<file path="config.mk">
export PLATFORM = sky130hd
export DESIGN_NAME = gray_conv_arbiter_flat
export DESIGN_NICKNAME = d
export VERILOG_FILES = /design/src/rtl/gray_conv_pkg.sv /design/src/rtl/gray_conv_arbiter_if.sv /design/src/rtl/gray_conv_arbiter_bin2gray.sv /design/src/rtl/gray_conv_arbiter.sv /design/src/flat_wrapper.sv
export SDC_FILE = /design/constraint.sdc
export NUM_CORES = 1
export LEC_CHECK = 0
export BUFFER_PORTS_ARGS = -buffer_cell sky130_fd_sc_hd__buf_2
export CORE_AREA = 2 2 39 41
export DETAILED_ROUTE_END_ITERATION = 10
export DIE_AREA = 0 0 41 43
export PLACE_DENSITY_LB_ADDON = 0.08
export REMOVE_ABC_BUFFERS = 1
export SLEW_MARGIN = 10
export SYNTH_ARGS = -nofsm -noshare
export SYNTH_HDL_FRONTEND = slang
export SYNTH_SLANG_ARGS = --single-unit
</file>
<file path="constraint.sdc">
create_clock -name clk -period 1.4 [get_ports clk]
set_clock_uncertainty 0.15 [all_clocks]
set_input_delay 0.14 -clock clk [delete_from_list [all_inputs] [get_ports clk]]
set_output_delay 0.14 -clock clk [all_outputs]
set_load 0.03 [all_outputs]
</file>
<file path="src/rtl/gray_conv_pkg.sv">
// gray_conv_pkg: shared types and constants for the gray_conv_arbiter slice.
// Holds the output-stage state encoding (EMPTY/FULL) and the default data width.
package gray_conv_pkg;
   localparam int GC_WIDTH = 4;
   localparam logic [0:0] ST_EMPTY = 1'b0;
   localparam logic [0:0] ST_FULL = 1'b1;
   typedef enum logic [0:0] {EMPTY = ST_EMPTY, FULL = ST_FULL} state_t;
endpackage

</file>
<file path="src/rtl/gray_conv_arbiter_if.sv">
// gray_conv_arbiter_if: request/result bundle for gray_conv_arbiter.
// Ports: req0/req1 valid/data/ready (two requesters), out_valid/out_data/out_id/out_ready
// (result consumer), out_parity only when GRAY_CONV_PARITY_EN is defined.
// Modports: master = requesters + consumer side, slave = the arbiter.
interface gray_conv_arbiter_if import gray_conv_pkg::*; #(parameter int WIDTH = GC_WIDTH);
   logic req0_valid;
   logic [WIDTH-1:0] req0_data;
   logic req0_ready;
   logic req1_valid;
   logic [WIDTH-1:0] req1_data;
   logic req1_ready;
   logic out_valid;
   logic [WIDTH-1:0] out_data;
   logic out_id;
   logic out_ready;
`ifdef GRAY_CONV_PARITY_EN
   logic out_parity;
   modport master (output req0_valid, req0_data, req1_valid, req1_data, out_ready,
                   input req0_ready, req1_ready, out_valid, out_data, out_id, out_parity);
   modport slave (input req0_valid, req0_data, req1_valid, req1_data, out_ready,
                  output req0_ready, req1_ready, out_valid, out_data, out_id, out_parity);
`else
   modport master (output req0_valid, req0_data, req1_valid, req1_data, out_ready,
                   input req0_ready, req1_ready, out_valid, out_data, out_id);
   modport slave (input req0_valid, req0_data, req1_valid, req1_data, out_ready,
                  output req0_ready, req1_ready, out_valid, out_data, out_id);
`endif
endinterface

</file>
<file path="src/rtl/gray_conv_arbiter_bin2gray.sv">
// bin2gray: purely combinational binary-to-Gray converter.
// Ports: bin (WIDTH binary in), gray (WIDTH Gray out).
module bin2gray #(parameter int WIDTH = 4) (
   input logic [WIDTH-1:0] bin,
   output logic [WIDTH-1:0] gray
);
   // Each bit XORs with its upper neighbour; the MSB passes through (shift fills 0).
   assign gray = bin ^ (bin >> 1);
endmodule

</file>
<file path="src/rtl/gray_conv_arbiter.sv">
// gray_conv_arbiter: two requesters round-robin share one bin2gray into a single-entry output register.
// Ports: clk, rst (sync, active-high), bus (gray_conv_arbiter_if.slave: req0/req1 valid/data/ready,
// out_valid/out_data/out_id/out_ready). Optional macro GRAY_CONV_PARITY_EN adds registered out_parity.
module gray_conv_arbiter import gray_conv_pkg::*; #(parameter int WIDTH = GC_WIDTH) (
   input logic clk,
   input logic rst,
   gray_conv_arbiter_if.slave bus
);
   state_t state;
   logic last;
   logic free;
   logic pick1;
   logic xfer;
   logic id_q;
   logic [WIDTH-1:0] bin;
   logic [WIDTH-1:0] gray;
   logic [WIDTH-1:0] data_q;
   // Stage can accept when empty or when its current result drains this cycle.
   assign free = state == EMPTY || bus.out_ready;
   // Requester 1 wins when alone, or on a tie when requester 0 was granted last.
   assign pick1 = bus.req1_valid && (!bus.req0_valid || !last);
   assign bus.req0_ready = !rst && free && bus.req0_valid && !pick1;
   assign bus.req1_ready = !rst && free && pick1;
   assign xfer = bus.req0_ready || bus.req1_ready;
   assign bin = pick1 ? bus.req1_data : bus.req0_data;
   bin2gray #(.WIDTH(WIDTH)) u_bin2gray (.bin(bin), .gray(gray));
   always_ff @(posedge clk) begin
      if (rst) begin
         state <= EMPTY;
         data_q <= '0;
         id_q <= 1'b0;
         last <= 1'b1;
      end else if (xfer) begin
         state <= FULL;
         data_q <= gray;
         id_q <= pick1;
         last <= pick1;
      end else if (bus.out_ready) begin
         state <= EMPTY;
      end
   end
   assign bus.out_valid = state == FULL;
   assign bus.out_data = data_q;
   assign bus.out_id = id_q;
`ifdef GRAY_CONV_PARITY_EN
   logic par_q;
   always_ff @(posedge clk) begin
      if (rst) par_q <= 1'b0;
      else if (xfer) par_q <= ^bin;
   end
   assign bus.out_parity = par_q;
`endif
endmodule

</file>
<file path="src/flat_wrapper.sv">
// flat-port wrapper written by rule: the top's interface ports become plain ports
module gray_conv_arbiter_flat import gray_conv_pkg::*;
#(parameter int WIDTH = GC_WIDTH)
  (clk, rst, bus_req0_valid, bus_req0_data, bus_req1_valid, bus_req1_data, bus_out_ready, bus_req0_ready, bus_req1_ready, bus_out_valid, bus_out_data, bus_out_id);
  gray_conv_arbiter_if #(.WIDTH(WIDTH)) bus_i ();
  input logic clk;
  input logic rst;
  input wire logic [$bits(bus_i.req0_valid)-1:0] bus_req0_valid;
  input wire logic [$bits(bus_i.req0_data)-1:0] bus_req0_data;
  input wire logic [$bits(bus_i.req1_valid)-1:0] bus_req1_valid;
  input wire logic [$bits(bus_i.req1_data)-1:0] bus_req1_data;
  input wire logic [$bits(bus_i.out_ready)-1:0] bus_out_ready;
  output wire logic [$bits(bus_i.req0_ready)-1:0] bus_req0_ready;
  output wire logic [$bits(bus_i.req1_ready)-1:0] bus_req1_ready;
  output wire logic [$bits(bus_i.out_valid)-1:0] bus_out_valid;
  output wire logic [$bits(bus_i.out_data)-1:0] bus_out_data;
  output wire logic [$bits(bus_i.out_id)-1:0] bus_out_id;
  assign bus_i.req0_valid = bus_req0_valid;
  assign bus_i.req0_data = bus_req0_data;
  assign bus_i.req1_valid = bus_req1_valid;
  assign bus_i.req1_data = bus_req1_data;
  assign bus_i.out_ready = bus_out_ready;
  assign bus_req0_ready = bus_i.req0_ready;
  assign bus_req1_ready = bus_i.req1_ready;
  assign bus_out_valid = bus_i.out_valid;
  assign bus_out_data = bus_i.out_data;
  assign bus_out_id = bus_i.out_id;
  gray_conv_arbiter #(.WIDTH(WIDTH)) u_core (.clk(clk), .rst(rst), .bus(bus_i));
endmodule
</file>
* After elaboration in Yosys (flattened, before gate mapping) *
Cells that the tools add are included.

storage, ports and cells
  bits in registers = 7
  input port bits = 13
  output and inout port bits = 8
  word-level logic and storage cells = 22

operators by class
  multiplexer cells = 3
  bitwise gates (word level) = 2
  reduce and logical (&&, ||, !) cells = 13

operators with widths
  operator            number
  logical AND 1 bit   5
  zero test 1 bit     4
  2-to-1 mux 4 bit    1
  XOR 4 x 3 -> 4 bit  1
  logical OR 1 bit    3
  2-to-1 mux 1 bit    2
  nonzero test 2 bit  1
  NOT 1 bit           1

* Logic depth before layout (Yosys ltp) *
Gate-level depths: netlist (run 1).

  depth in word-level cells = 7
  depth in mapped cells = 4

* Modules after synthesis *
From an unflattened synthesis (run 1), not the netlist that was laid out.

unflattened totals
  cells, all modules = 44
  area, all modules = 396.6 µm²

modules (own cells, without submodules)
  module             instances  cells each  area an instance (µm²)
  gray_conv_arbiter  1          40          362.8
  bin2gray           1          4           33.8

* Worst setup path before layout (run 1) *
No wires, ideal clock.

  path type = reg-to-output
  from = reg u_core.last
  to = out bus_req1_ready
  arrival time = 1.282 ns
  setup slack = -0.172 ns
  stages on the path, launching flop included = 4
  cell sequence = dfxtp_1 > a21bo_1 > buf_6 > nor3_1

between the ends
  cells in the longest elaborated chain, start to end = 4

ends and longest elaborated chain
  item                      line                     source
  start: declaration        gray_conv_arbiter.sv:10  logic last;
  start signal: assignment  gray_conv_arbiter.sv:37  last <= pick1;
  zero test 1 bit           gray_conv_arbiter.sv:21  assign pick1 = bus.req1_valid && (!bus.req0_valid || !last);
  logical OR 1 bit          gray_conv_arbiter.sv:21
  logical AND 1 bit         gray_conv_arbiter.sv:21
  logical AND 1 bit         gray_conv_arbiter.sv:23  assign bus.req1_ready = !rst && free && pick1;
  end: declaration          flat_wrapper.sv:14       output wire logic [$bits(bus_i.req1_ready)-1:0] bus_req1_ready;

Every way passes these cells.

* Worst setup path after layout (run 1) *
Ends and elaborated chain as after synthesis.

==> impl_metrics.yaml, run 1 <==
run_status:
  status: "finished, violations left"
  violations: "negative setup slack"
global_routing:
  grt_pass1_wl_mm: 1.47
  antenna_found_initial: 0
  grt_max_degree: 9
  grt_use_total: 0.126
  grt_pass1_vias: 386
  grt-ovfl-total: 0
critical_path:
  crit_path_top_delay_cell: "dfxtp_2"
  end_kind: "output port"
  path_max_fanout: 4
  slowest_delay_ps: 320
  arrival_ps: 1150
  worstSetupPathType: "reg2out"
  crit-reg2reg-launch: "u_core.bus.out_valid"
  startpoint: "u_core.last"
  cp_cell_sequence: "a21bo_4 -> nor3_4 -> buf_6"
  worstSetupStartpointType: "flip-flop"
  required_ps: 1110
clocking:
  insertion_delay_ps: 240
  clk_pin_slew_ps: 50
  h-tree-depth: 1
  clkSinkCount: 7
  clock-root-buffer: "clkbuf_4"
  max-clock-path-buffers: 2
  numCtsBuffers: 3
  cts_tree: "yes"
routing:
  drt-pass1-iter-count: 3
  viasPerCell: 4.93
  ant_nets: 0
  wl_met2_microns: 538
  drt_iter0_drc: 1
  highest_layer: "met4"
  drc: 0
  num_vias: 429
  met1_length_microns: 431
  wire_per_inst_microns: 12.3
  route.met3.wl_microns: 91
  routed_wl_mm: 1.07
sta:
  setup_violations: 1
  max_freq_mhz: 695
  period_share: 1.03
  drv_slew: 0
  finalHoldViolCount: 0
  worst_pin_slew_ps: 297
  layout_setup_ws_ps: -38.7
  rsz0062_at_grt: "true"
  slew_headroom: 0.801
  fin_crit_ps: 1440
place:
  place_congestion: 0.625
  io_buffers: 20
  placed_cell_area_sq_um: 503
  dp_cells: 79
die:
  fp.dieH_microns: 43
  num_rows: 14
  start_util: 0.288
  dieArea_sq_um: 1760
  core_area_sq_um: 1380
  die_w_microns: 41
  io_pins: 21
power:
  internal_power_w: 0.000401
  power.leakage_nw: 0.299
  p_comb_frac: 0.300
  swShare: 0.309
  p_seq_frac: 0.394
  finalPower_w: 0.000580
  switchingPower_w: 0.000179
  p_clk_frac: 0.306
  ir_drop_mv: 0.428
  powerDensity_nw_per_um2: 962
final_layout:
  drive_gt1_frac: 0.465
  finalNonFillerCells: 87
  synthToLayoutAreaGrowth_pct: 51.6
  fin_area_sq_um: 603
  antenna_cells: 0
  final_net_count: 85
  nFillCells: 154
worst_hold_path:
  worstHoldPathType: "in2reg"
  min_from: "rst"
logic_synthesis:
  ys_types: 19
  syn-cell-area_sq_um: 398
  synth_xor_area_frac: 0.132
  synth_warnings: 0
  ys_seq_area_frac: 0.352
  synth-seq-cells: 7
  yosys.area_share.simple: 0.138
  avgSynthCellArea_sq_um: 8.84
  yosys.area_share.adder: 0
  synth_compound_area_frac: 0.220
  synth.mux.area_fraction: 0.101
  synth_top_family_by_area: "compound AO/OA/AOI/OAI gates"
  netlist_instances: 45
flow_run:
  cap_violations: 0
## cell usage after synthesis
cell type | count | share of area
nor2_1 | 2 | 0.019
xor2_1 | 6 | 0.13
nand3_1 | 2 | 0.025
dfxtp_1 | 7 | 0.35
a21oi_1 | 3 | 0.038
a21bo_1 | 1 | 0.025
o211ai_1 | 3 | 0.057
buf_6 | 1 | 0.028
or2_2 | 1 | 0.016
and3_2 | 1 | 0.019
mux2i_1 | 4 | 0.10
nor3_1 | 1 | 0.013
a311oi_1 | 1 | 0.022
nand2b_1 | 2 | 0.031
nor2b_1 | 1 | 0.016
o21ai_0 | 5 | 0.063
clkbuf_1 | 1 | 0.0094
a31oi_1 | 1 | 0.016
inv_1 | 2 | 0.019
## metal layers
metal	GRT usage	vias to the layer above
li1	-	211
met1	0.139	198
met2	0.197	18
met3	0.0524	2
met4	0.0600	0
met5	0	-
## worst max-delay path: cells and delay by family (launching register included)
family	cells	cell delay (ps)
flops	1	320
compound gates	1	230
simple gates	1	200
buf+inv	1	150
## power by group through the flow
stage	sequential [W]	clock, W	combinational [W]
6_report	0.000229	0.000178	0.000174
3_3_place_gp	0.000230	0	0.000149
2_1_floorplan	0.000260	0	0.0000632
3_5_place_dp	0.000230	0	0.000149
4_1_cts	0.000227	0.000187	0.000162
5_1_grt	0.000230	0.000194	0.000189
## cells in the final DEF, fill, tap and decap left out, drive strengths merged, types with 2 or more instances in the layout
master,n
buf,22
dfxtp,7
xor2,6
o21ai,5
mux2i,4
clkbuf,4
o211ai,3
a21oi,3
inv,2
nand3,2
nor2,2
dlygate4sd3,2
nand2b,2
## sequential cells by signal, indices dropped and copies added (netlist names)
name and flops:
u_core.bus.out_data 4, u_core.last 1, u_core.bus.out_valid 1, u_core.bus.out_id 1
## worst paths after layout
kind                                 end  slack, ps  depth (start not counted)
hold / removal    u_core.bus.out_data[3]         10                          2
hold reg to reg        u_core.bus.out_id        330                          2
setup / recovery          bus_req1_ready        -40                          3
setup reg to reg    u_core.bus.out_valid         60                          3
## final cells by class
cell class / count / area (sq um) / share of cell area
multi-input combinational: 34 / 263 / 0.436
inverter: 2 / 7.51 / 0.0124
tap: 16 / 20.0 / 0.0332
sequential: 7 / 143 / 0.237
timing repair buffer: 24 / 144 / 0.239
clock buffer: 4 / 26.3 / 0.0436
## cells by family (layout without fill, tap and decap cells)
| group | Yosys count | count (layout) |
|---|---|---|
| AOI/OAI and AO/OA | 14 | 14 |
| xor gates and xnor gates | 6 | 6 |
| buffers and inverters | 4 | 30 |
| DFF | 7 | 7 |
| muxes | 4 | 4 |
| and+or+nand+nor | 10 | 10 |
## per-stage QoR
| step | hold WS (ps) | setup slack (ps) | TNS, ps | util |
|---|---|---|---|---|
| final | 13.2 | -38.7 | -38.7 | 0.436 |
| after global routing | 16.9 | -85.2 | -87.4 | 0.436 |
| after CTS | -34.6 | -23.5 | -23.5 | 0.411 |
| after detailed placement | 216 | 103 | 0 | 0.363 |
| after global placement | 224 | 128 | 0 | 0.363 |
| after floorplan | 59.1 | -155 | -173 | - |
## repair_timing
action                                 4_1_cts  5_1_grt
endpoints found under the hold margin        3        1
hold buffers                                 1        1
pin swaps                                    1        2
buffers inserted                             1        1
resized for setup                            8        4
setup endpoints to repair                    2        3
Power figures use the tool's default switching activity.
==> run 2, diff against run 1 <==
--- a/config.mk
+++ b/config.mk
@@ -6,9 +6,11 @@
 export NUM_CORES = 1
 export LEC_CHECK = 0
 export BUFFER_PORTS_ARGS = -buffer_cell sky130_fd_sc_hd__buf_2
+export CAP_MARGIN = 20
 export CORE_AREA = 2 2 39 41
 export DETAILED_ROUTE_END_ITERATION = 10
 export DIE_AREA = 0 0 41 43
+export HOLD_SLACK_MARGIN = 0.12
 export PLACE_DENSITY_LB_ADDON = 0.08
 export REMOVE_ABC_BUFFERS = 1
 export SLEW_MARGIN = 10
==> run 2 against run 1 <==
Compared with the run above: the run still ends with negative setup slack left; combinational power increased by 3%; global-route usage up 0.10 points; clock power hardly changed; largest power group unchanged; first-iteration DRC count increased to 6.0 times the previous value; register-to-register slack about the same; cell count is 1.1% higher; sequential power about the same; flip-flop and latch count stayed put; worst setup slack worse by 18 ps; core utilization grew 1.3 points; hold slack gained 110 ps; non-clock buffer count rose by 1.
==> impl_metrics.yaml, run 2 (same netlist as run 1, synthesis figures left out) <==
critical_path:
  crit-reg2reg-launch: "u_core.bus.out_valid"
  required_ps: 1110
  worstSetupPathType: "reg2out"
  worstSetupStartpointType: "flip-flop"
  startpoint: "u_core.last"
  arrival_ps: 1170
  path_max_fanout: 4
  end_kind: "output port"
final_layout:
  final_net_count: 86
  finalNonFillerCells: 88
  drive_gt1_frac: 0.472
  utilization: 0.448
  antenna_cells: 0
  mostFrequentLayoutCell: "buf_2"
  nFillCells: 149
  largest_reg_flops: 4
  synthToLayoutAreaGrowth_pct: 56.0
  mostFrequentLayoutCells: "buf_2, xor2_1, o21ai_0, dfxtp_1, mux2i_1"
sta:
  max_freq_mhz: 686
  fin_hold_ws_ps: 126
  fin_crit_ps: 1460
  finalHoldViolCount: 0
  worst_pin_slew_ps: 300
  drv_slew: 0
  rsz0062_at_grt: "true"
  layout_setup_ws_ps: -57.0
  slew_headroom: 0.799
  setup_violations: 1
  period_share: 1.04
place:
  io_buffers: 20
  place_congestion: 0.625
  dp_cells: 79
global_routing:
  grt_pass1_wl_mm: 1.48
  antenna_found_initial: 0
  grt_use_total: 0.127
  grt-ovfl-total: 0
  grt_max_degree: 9
  grt_pass1_vias: 392
clocking:
  cts_tree: "yes"
  numCtsBuffers: 3
  clk_pin_slew_ps: 50
  h-tree-depth: 1
  max-clock-path-buffers: 2
  clkSinkCount: 7
  insertion_delay_ps: 240
  clock-root-buffer: "clkbuf_4"
power:
  p_seq_frac: 0.390
  swShare: 0.310
  p_clk_frac: 0.305
  switchingPower_w: 0.000182
  internal_power_w: 0.000404
  power.leakage_nw: 0.307
  finalPower_w: 0.000586
  powerDensity_nw_per_um2: 944
  p_comb_frac: 0.305
  ir_drop_mv: 0.429
die:
  num_rows: 14
  io_pins: 21
  core_area_sq_um: 1380
  fp.dieH_microns: 43
  start_util: 0.288
  dieArea_sq_um: 1760
  die_w_microns: 41
routing:
  drt-pass1-iter-count: 4
  ant_nets: 0
  viasPerCell: 4.95
  drc: 0
  num_vias: 436
  drt_iter0_drc: 6
  routed_wl_mm: 1.10
  wire_per_inst_microns: 12.5
run_status:
  status: "finished, violations left"
  violations: "negative setup slack"
worst_hold_path:
  min_from: "bus_req1_data[3]"
  worstHoldPathType: "in2reg"
flow_run:
  cap_violations: 0
[run 2: cell count changes in the layout (fill, tap and decap cells not counted), sizes merged]
| cell | delta |
|---|---|
| dlygate4sd3 | +1 |
[run 2: worst max-delay path, stage by stage (launching register included)]
cell     delay [ps]
dfxtp_2         320
a21bo_4         230
nor3_4          210
buf_6           160
[run 2: through the flow]
step / cell area (sq um) / worst slack [ps] / TNS, ps
after floorplan: 383 / -155 / -173
after global placement: 503 / 128 / 0
after detailed placement: 503 / 103 / 0
after CTS: 579 / -23.5 / -23.5
after global routing: 621 / -85.4 / -89.2
final: 621 / -57.0 / -57.0
[run 2: layout make-up]
type | count | area, sq um | area share
timing repair buffer | 25 | 154 | 0.248
tap | 16 | 20.0 | 0.0323
sequential | 7 | 143 | 0.230
multi-input combinational | 34 | 270 | 0.435
clock buffer | 4 | 26.3 | 0.0423
inverter | 2 | 7.51 | 0.0121
[run 2: per-layer routing]
metal	GRT usage	part of all wire	vias to the layer above
li1	-	-	214
met1	0.139	0.40	202
met2	0.200	0.51	18
met3	0.0524	0.083	2
met4	0.0600	0.0073	0
met5	0	0	-
[run 2: power by group through the flow]
stage | clock (W) | combinational, W | sequential (W)
floorplan | 0 | 0.0000632 | 0.000260
global placement | 0 | 0.000149 | 0.000230
detailed placement | 0 | 0.000149 | 0.000230
CTS | 0.000187 | 0.000164 | 0.000227
global route | 0.000194 | 0.000194 | 0.000230
finish | 0.000179 | 0.000179 | 0.000229
[run 2: path summary, 6_finish.rpt]
check        cells after the start                      to  slack, ps
max                              3          bus_req1_ready        -60
max reg2reg                      3    u_core.bus.out_valid         50
min                              3  u_core.bus.out_data[3]        130
min reg2reg                      2       u_core.bus.out_id        340
[run 2: what timing repair did]
item,CTS,global route
hold buffers,2,1
setup endpoints to repair,2,7
hold endpoints to repair,4,2
pin swaps,1,2
gates resized for setup,8,6
setup buffers,1,1
